**config.mk**
```make
export PLATFORM = sky130hd
export DESIGN_NAME = seg7_scan_driver
export DESIGN_NICKNAME = d
export VERILOG_FILES = /design/src/rtl/seg7_pkg.sv /design/src/rtl/seg7_hex_decoder.sv /design/src/rtl/seg7_scan_driver.sv
export SDC_FILE = /design/constraint.sdc
export NUM_CORES = 1
export LEC_CHECK = 0
export CORE_ASPECT_RATIO = 0.75
export CORE_UTILIZATION = 30
export DETAILED_ROUTE_END_ITERATION = 6
export PLACE_DENSITY_LB_ADDON = 0.25
export SYNTH_ARGS = -nofsm -noshare
export SYNTH_HDL_FRONTEND = slang
export SYNTH_SLANG_ARGS = --single-unit
```
**constraint.sdc**
```tcl
create_clock -name clk -period 2.3 [get_ports clk]
set_clock_uncertainty 0.1 [all_clocks]
set_input_delay 0.46 -clock clk [delete_from_list [all_inputs] [get_ports clk]]
set_output_delay 0.46 -clock clk [all_outputs]
set_load 0.01 [all_outputs]
```
**src/rtl/seg7_pkg.sv**
```systemverilog
// Shared types and constants for the four-digit seven-segment scan driver.
// Segment patterns are active-low, ordered {g,f,e,d,c,b,a} with a in bit 0.
package seg7_pkg;

    typedef enum logic {
        DRIVE = 1'b0,
        BLANK = 1'b1
    } state_e;

    localparam logic [6:0] SEG_0 = 7'h40;
    localparam logic [6:0] SEG_1 = 7'h79;
    localparam logic [6:0] SEG_2 = 7'h24;
    localparam logic [6:0] SEG_3 = 7'h30;
    localparam logic [6:0] SEG_4 = 7'h19;
    localparam logic [6:0] SEG_5 = 7'h12;
    localparam logic [6:0] SEG_6 = 7'h02;
    localparam logic [6:0] SEG_7 = 7'h78;
    localparam logic [6:0] SEG_8 = 7'h00;
    localparam logic [6:0] SEG_9 = 7'h10;
    localparam logic [6:0] SEG_A = 7'h08;
    localparam logic [6:0] SEG_B = 7'h03;
    localparam logic [6:0] SEG_C = 7'h46;
    localparam logic [6:0] SEG_D = 7'h21;
    localparam logic [6:0] SEG_E = 7'h06;
    localparam logic [6:0] SEG_F = 7'h0E;

    localparam logic [6:0] SEG_OFF = 7'h7F;
    localparam logic [3:0] AN_OFF  = 4'hF;

    // Active-low anode vector that enables only digit idx.
    function automatic logic [3:0] digit_anode(input logic [1:0] idx);
        logic [3:0] onehot;
        onehot = 4'b0001 << idx;
        return ~onehot;
    endfunction

endpackage

```
**src/rtl/seg7_hex_decoder.sv**
```systemverilog
// Purely combinational nibble to active-low seven-segment decoder
// covering the full hex range 0-9, A, b, C, d, E, F.
module seg7_hex_decoder
    import seg7_pkg::*;
(
    input  logic [3:0] nibble,
    output logic [6:0] seg
);

    always_comb begin
        seg = SEG_OFF;
        unique case (nibble)
            4'h0: seg = SEG_0;
            4'h1: seg = SEG_1;
            4'h2: seg = SEG_2;
            4'h3: seg = SEG_3;
            4'h4: seg = SEG_4;
            4'h5: seg = SEG_5;
            4'h6: seg = SEG_6;
            4'h7: seg = SEG_7;
            4'h8: seg = SEG_8;
            4'h9: seg = SEG_9;
            4'hA: seg = SEG_A;
            4'hB: seg = SEG_B;
            4'hC: seg = SEG_C;
            4'hD: seg = SEG_D;
            4'hE: seg = SEG_E;
            4'hF: seg = SEG_F;
        endcase
    end

endmodule

```
**src/rtl/seg7_scan_driver.sv**
```systemverilog
// Time-multiplexed four-digit seven-segment driver with inter-digit blanking
// and frame-synchronous display updates. Optional macro: SEG7_LEADING_ZERO_BLANK_EN.
module seg7_scan_driver
    import seg7_pkg::*;
#(
    parameter logic [19:0] REFRESH_LIMIT = 20'h0FFFF,
    parameter logic [7:0]  BLANK_LIMIT   = 8'd63
) (
    input  logic        clk,
    input  logic        reset,
    input  logic        load,
    input  logic [15:0] value_in,
    input  logic [3:0]  dp_in,
    output logic        pending,
    output logic [3:0]  an,
    output logic [6:0]  seg,
    output logic        dp_n
);

    state_e      state_q, state_d;
    logic [19:0] cnt_q, cnt_d;
    logic [1:0]  digit_q, digit_d;
    logic [15:0] shadow_q, shadow_d;
    logic [3:0]  shadow_dp_q, shadow_dp_d;
    logic [15:0] disp_q, disp_d;
    logic [3:0]  disp_dp_q, disp_dp_d;
    logic        pending_q, pending_d;
    logic [3:0]  an_q, an_d;
    logic [6:0]  seg_q, seg_d;
    logic        dp_n_q, dp_n_d;

    logic [19:0] active_limit;
    logic        interval_done;
    logic        frame_boundary;
    logic [3:0]  cur_nibble;
    logic [6:0]  dec_seg;
    logic [6:0]  drive_seg;

    assign active_limit   = (state_q == DRIVE) ? REFRESH_LIMIT : {12'd0, BLANK_LIMIT};
    assign interval_done  = (cnt_q == active_limit);
    assign frame_boundary = (state_q == BLANK) && interval_done && (digit_q == 2'd3);

    assign cur_nibble = disp_q[{digit_q, 2'b00} +: 4];

    seg7_hex_decoder u_decoder (
        .nibble (cur_nibble),
        .seg    (dec_seg)
    );

`ifdef SEG7_LEADING_ZERO_BLANK_EN
    logic lead_blank;

    // A digit is suppressed only when it and every higher digit are zero.
    always_comb begin
        lead_blank = 1'b0;
        case (digit_q)
            2'd3:    lead_blank = (disp_q[15:12] == 4'h0);
            2'd2:    lead_blank = (disp_q[15:8]  == 8'h00);
            2'd1:    lead_blank = (disp_q[15:4]  == 12'h000);
            default: lead_blank = 1'b0;
        endcase
    end

    assign drive_seg = lead_blank ? SEG_OFF : dec_seg;
`else
    assign drive_seg = dec_seg;
`endif

    // Scan sequencing: DRIVE and BLANK alternate; the digit advances on BLANK exit.
    always_comb begin
        state_d = state_q;
        cnt_d   = cnt_q + 20'd1;
        digit_d = digit_q;
        if (interval_done) begin
            cnt_d = 20'd0;
            if (state_q == DRIVE) begin
                state_d = BLANK;
            end else begin
                state_d = DRIVE;
                digit_d = digit_q + 2'd1;
            end
        end
    end

    // load is a one-cycle pulse with no back-pressure: it always lands in the
    // shadow, and pending stays high until the next frame boundary applies it.
    // A load on the boundary edge itself bypasses the shadow straight to display.
    always_comb begin
        shadow_d    = shadow_q;
        shadow_dp_d = shadow_dp_q;
        disp_d      = disp_q;
        disp_dp_d   = disp_dp_q;
        pending_d   = pending_q;
        if (load) begin
            shadow_d    = value_in;
            shadow_dp_d = dp_in;
        end
        if (frame_boundary) begin
            if (load) begin
                disp_d    = value_in;
                disp_dp_d = dp_in;
            end else if (pending_q) begin
                disp_d    = shadow_q;
                disp_dp_d = shadow_dp_q;
            end
            pending_d = 1'b0;
        end else if (load) begin
            pending_d = 1'b1;
        end
    end

    always_comb begin
        an_d   = AN_OFF;
        seg_d  = SEG_OFF;
        dp_n_d = 1'b1;
        if (state_q == DRIVE) begin
            an_d   = digit_anode(digit_q);
            seg_d  = drive_seg;
            dp_n_d = ~disp_dp_q[digit_q];
        end
    end

    always_ff @(posedge clk) begin
        if (reset) begin
            state_q     <= DRIVE;
            cnt_q       <= 20'd0;
            digit_q     <= 2'd0;
            shadow_q    <= 16'h0000;
            shadow_dp_q <= 4'h0;
            disp_q      <= 16'h0000;
            disp_dp_q   <= 4'h0;
            pending_q   <= 1'b0;
            an_q        <= AN_OFF;
            seg_q       <= SEG_OFF;
            dp_n_q      <= 1'b1;
        end else begin
            state_q     <= state_d;
            cnt_q       <= cnt_d;
            digit_q     <= digit_d;
            shadow_q    <= shadow_d;
            shadow_dp_q <= shadow_dp_d;
            disp_q      <= disp_d;
            disp_dp_q   <= disp_dp_d;
            pending_q   <= pending_d;
            an_q        <= an_d;
            seg_q       <= seg_d;
            dp_n_q      <= dp_n_d;
        end
    end

    assign pending = pending_q;
    assign an      = an_q;
    assign seg     = seg_q;
    assign dp_n    = dp_n_q;

endmodule

```
==> metrics <==
status=finished clean; Avg Cell Area, Syn=10.3 um^2; Post-Syn Instances=333; routed wire length per instance=13.5 um; Synth Warn #=0; Final Wtd Congestion=0.758; Worst setup EP type=flop; chip height=94.4 um; router iterations before antenna repair=6; Die Wd=125 um; post-route cell area=0.00426 mm^2; CTS H-tree depth=3; register area share after synthesis=44.6%; Critical-path top delay cell=mux4_2; unrepaired setup endpoints after global routing=no; Async SR Flop Fraction=0%; n_diodes=0; drc violations=0; Post-synth EDFFs=0; crit-path max FO=5; max-cap violation count=0; Clock Path Buffers=2; CTS resizes=0; CP required=2.40 ns; TritonCTS Buffers=9; floorplan row count=33; Max stage delay on crit path=0.60 ns; layout cells sized above 1=12.2%; vias in the first global route=2380; Final period util=93.7%; Post-DRT Antenna Nets=0; mapped cell area=0.00341 mm^2; clk_lat worst skew=0.33 ns; core area=0.0110 mm^2; starting density of the core=31.1%; area growth from synthesis to layout=24.7%; startpoint types=flop; HP Class=reg -> reg; post-synthesis cell type count=51; Via-to-Cell Ratio=4.70; clock network power share=49.5%; leakage=1.60 nW; DRT iter0 DRCs=119; initial antenna violation count=0; final hold viol count=0; CTS tree=built; CP Class=reg -> reg; Reg power frac=45.6%; Root Driver=clkbuf_16; Routed WL=7000 um; io pins=36; f_max=464 MHz; Comb power frac=4.9%; slew margin rel.=76.1%; synthesized net count=367; switching fraction of total power=20.2%; Final min period=2.15 ns; Post-CTS Setup Bufs=0; # setup viols final=0; Worst-Margin Slew=0.350 ns; critical-path cell list=mux4_2 > ha_1 > nor2b_1 > a2111oi_0 > a31oi_1; Worst-path clk slew=0.06 ns; first-pass GRT wire length=11800 um; DP Area=0.00394 mm^2; Primary FF master, synth=dfxtp_1; count of input and output buffers=35; DR vias=2433; crit path DAT=2.25 ns; Global Route Usage Sum=13.0%; Post-DP HPWL=4990 um; largest net degree at the start of global routing=26; pwr/cell area=702 mW/mm^2; Net Switching=0.000604 W; Peak VDD IR=382 uV; clock sink total=76; cts hold-fix bufs=0; nets@finish=407; P_int=0.00239 W; Synth Register Bits=76; setup TNS=0 ns; grt ovf=0; die area=0.0118 mm^2; Max Slew Vio Count=0
through the flow:
step                      power (W)  hold slack (ns)  setup WS (ns)  util [%]  cells
after CTS                   0.00303            0.405          0.140      38.8    518
final                       0.00299            0.401          0.146      38.8    518
after floorplan             0.00147            0.368          0.188         -    333
after global routing        0.00309            0.442        0.00874      38.8    518
after global placement      0.00154            0.389          0.118      35.8    502
after detailed placement    0.00154            0.395         0.0959      35.8    502
flip-flops by register name, summed over array words and instances, names as in the netlist, 2 cells and up:
| signal | flops |
|---|---|
| an | 4 |
| cnt_q | 20 |
| digit_q | 2 |
| disp_dp_q | 4 |
| disp_q | 16 |
| seg | 7 |
| shadow_dp_q | 4 |
| shadow_q | 16 |
per-layer routing:
layer	wire, um	part of all wire (%)	vias to the layer above	track usage (%)
li1	-	-	1257	-
met1	3750	54	1134	17.3
met2	2860	41	29	19.4
met3	261	3.7	13	4.02
met4	130	1.9	0	5.89
met5	0	0	-	0
final timing paths:
path	startpoint	to	slack, ns	depth (start not counted)
worst max-delay path	digit_q[0]	seg[3]	0.15	5
worst min-delay path	shadow_q[0]	shadow_q[0]	0.40	2
worst max register to register	digit_q[0]	seg[3]	0.15	5
worst min register to register	shadow_q[0]	shadow_q[0]	0.40	2
synthesized netlist by cell type (3+ instances only):
cell type	count	share of area [%]
a211oi_1	5	1.1
a211oi_2	4	1.5
a21oi_1	6	0.88
a31oi_1	3	0.55
buf_2	5	0.73
clkbuf_1	7	0.77
dfxtp_1	76	45
ha_1	11	4.0
inv_1	8	0.88
mux2_1	20	6.6
mux2i_1	22	6.4
mux4_2	5	3.3
nand2_1	13	1.4
nand2b_1	4	0.73
nand3_1	5	0.73
nand4_1	5	0.92
nor2_1	30	3.3
nor2b_1	21	3.8
nor3_1	17	2.5
nor4_1	3	0.55
o21ai_0	7	1.0
o31ai_1	6	1.3
or3_1	3	0.55
or4_1	5	1.1
xnor2_1	9	2.3
worst max-delay path, delay by kind of cell, from the launching register on:
family / cells / cell delay [ns]
flops: 1 / 0.46
simple gates: 1 / 0.14
mux: 1 / 0.60
compound gates: 2 / 0.46
fa+ha+maj: 1 / 0.26
cell type report:
cell class / count / area, um^2
timing repair buffer: 49 / 475
fill: 1084 / 6730
clock inverter: 3 / 42.5
multi-input combinational: 229 / 1730
inverter: 8 / 30.0
sequential: 76 / 1520
tap: 140 / 175
clock buffer: 13 / 280
cell families after synthesis:
kind of cell / synth area share [%]
and+or+nand+nor: 19.6
DFF: 44.6
muxes: 16.3
AOI/OAI and AO/OA: 7.99
buffers and inverters: 4.69
xor gates and xnor gates: 2.82
adders and majority gates: 4.03
power by group through the flow:
stage	logic, W	clock network [W]	registers, W
final	0.000148	0.00148	0.00136
after global routing	0.000164	0.00156	0.00137
after CTS	0.000151	0.00152	0.00136
after detailed placement	0.000150	0	0.00139
after global placement	0.000149	0	0.00139
after floorplan	0.0000739	0	0.00139
layout by cell type (no fill, tap or decap), types with 6 or more instances in the layout:
cell type / instances
inv_1: 8
nor3_1: 17
buf_4: 12
clkdlybuf4s50_1: 34
clkbuf_16: 9
o21ai_0: 7
a21oi_1: 6
nor2b_1: 21
ha_1: 11
o31ai_1: 6
nor2_1: 30
nand2_1: 13
mux2_1: 20
mux2i_1: 22
xnor2_1: 9
dfxtp_1: 76
Power figures use the tool's default switching activity.
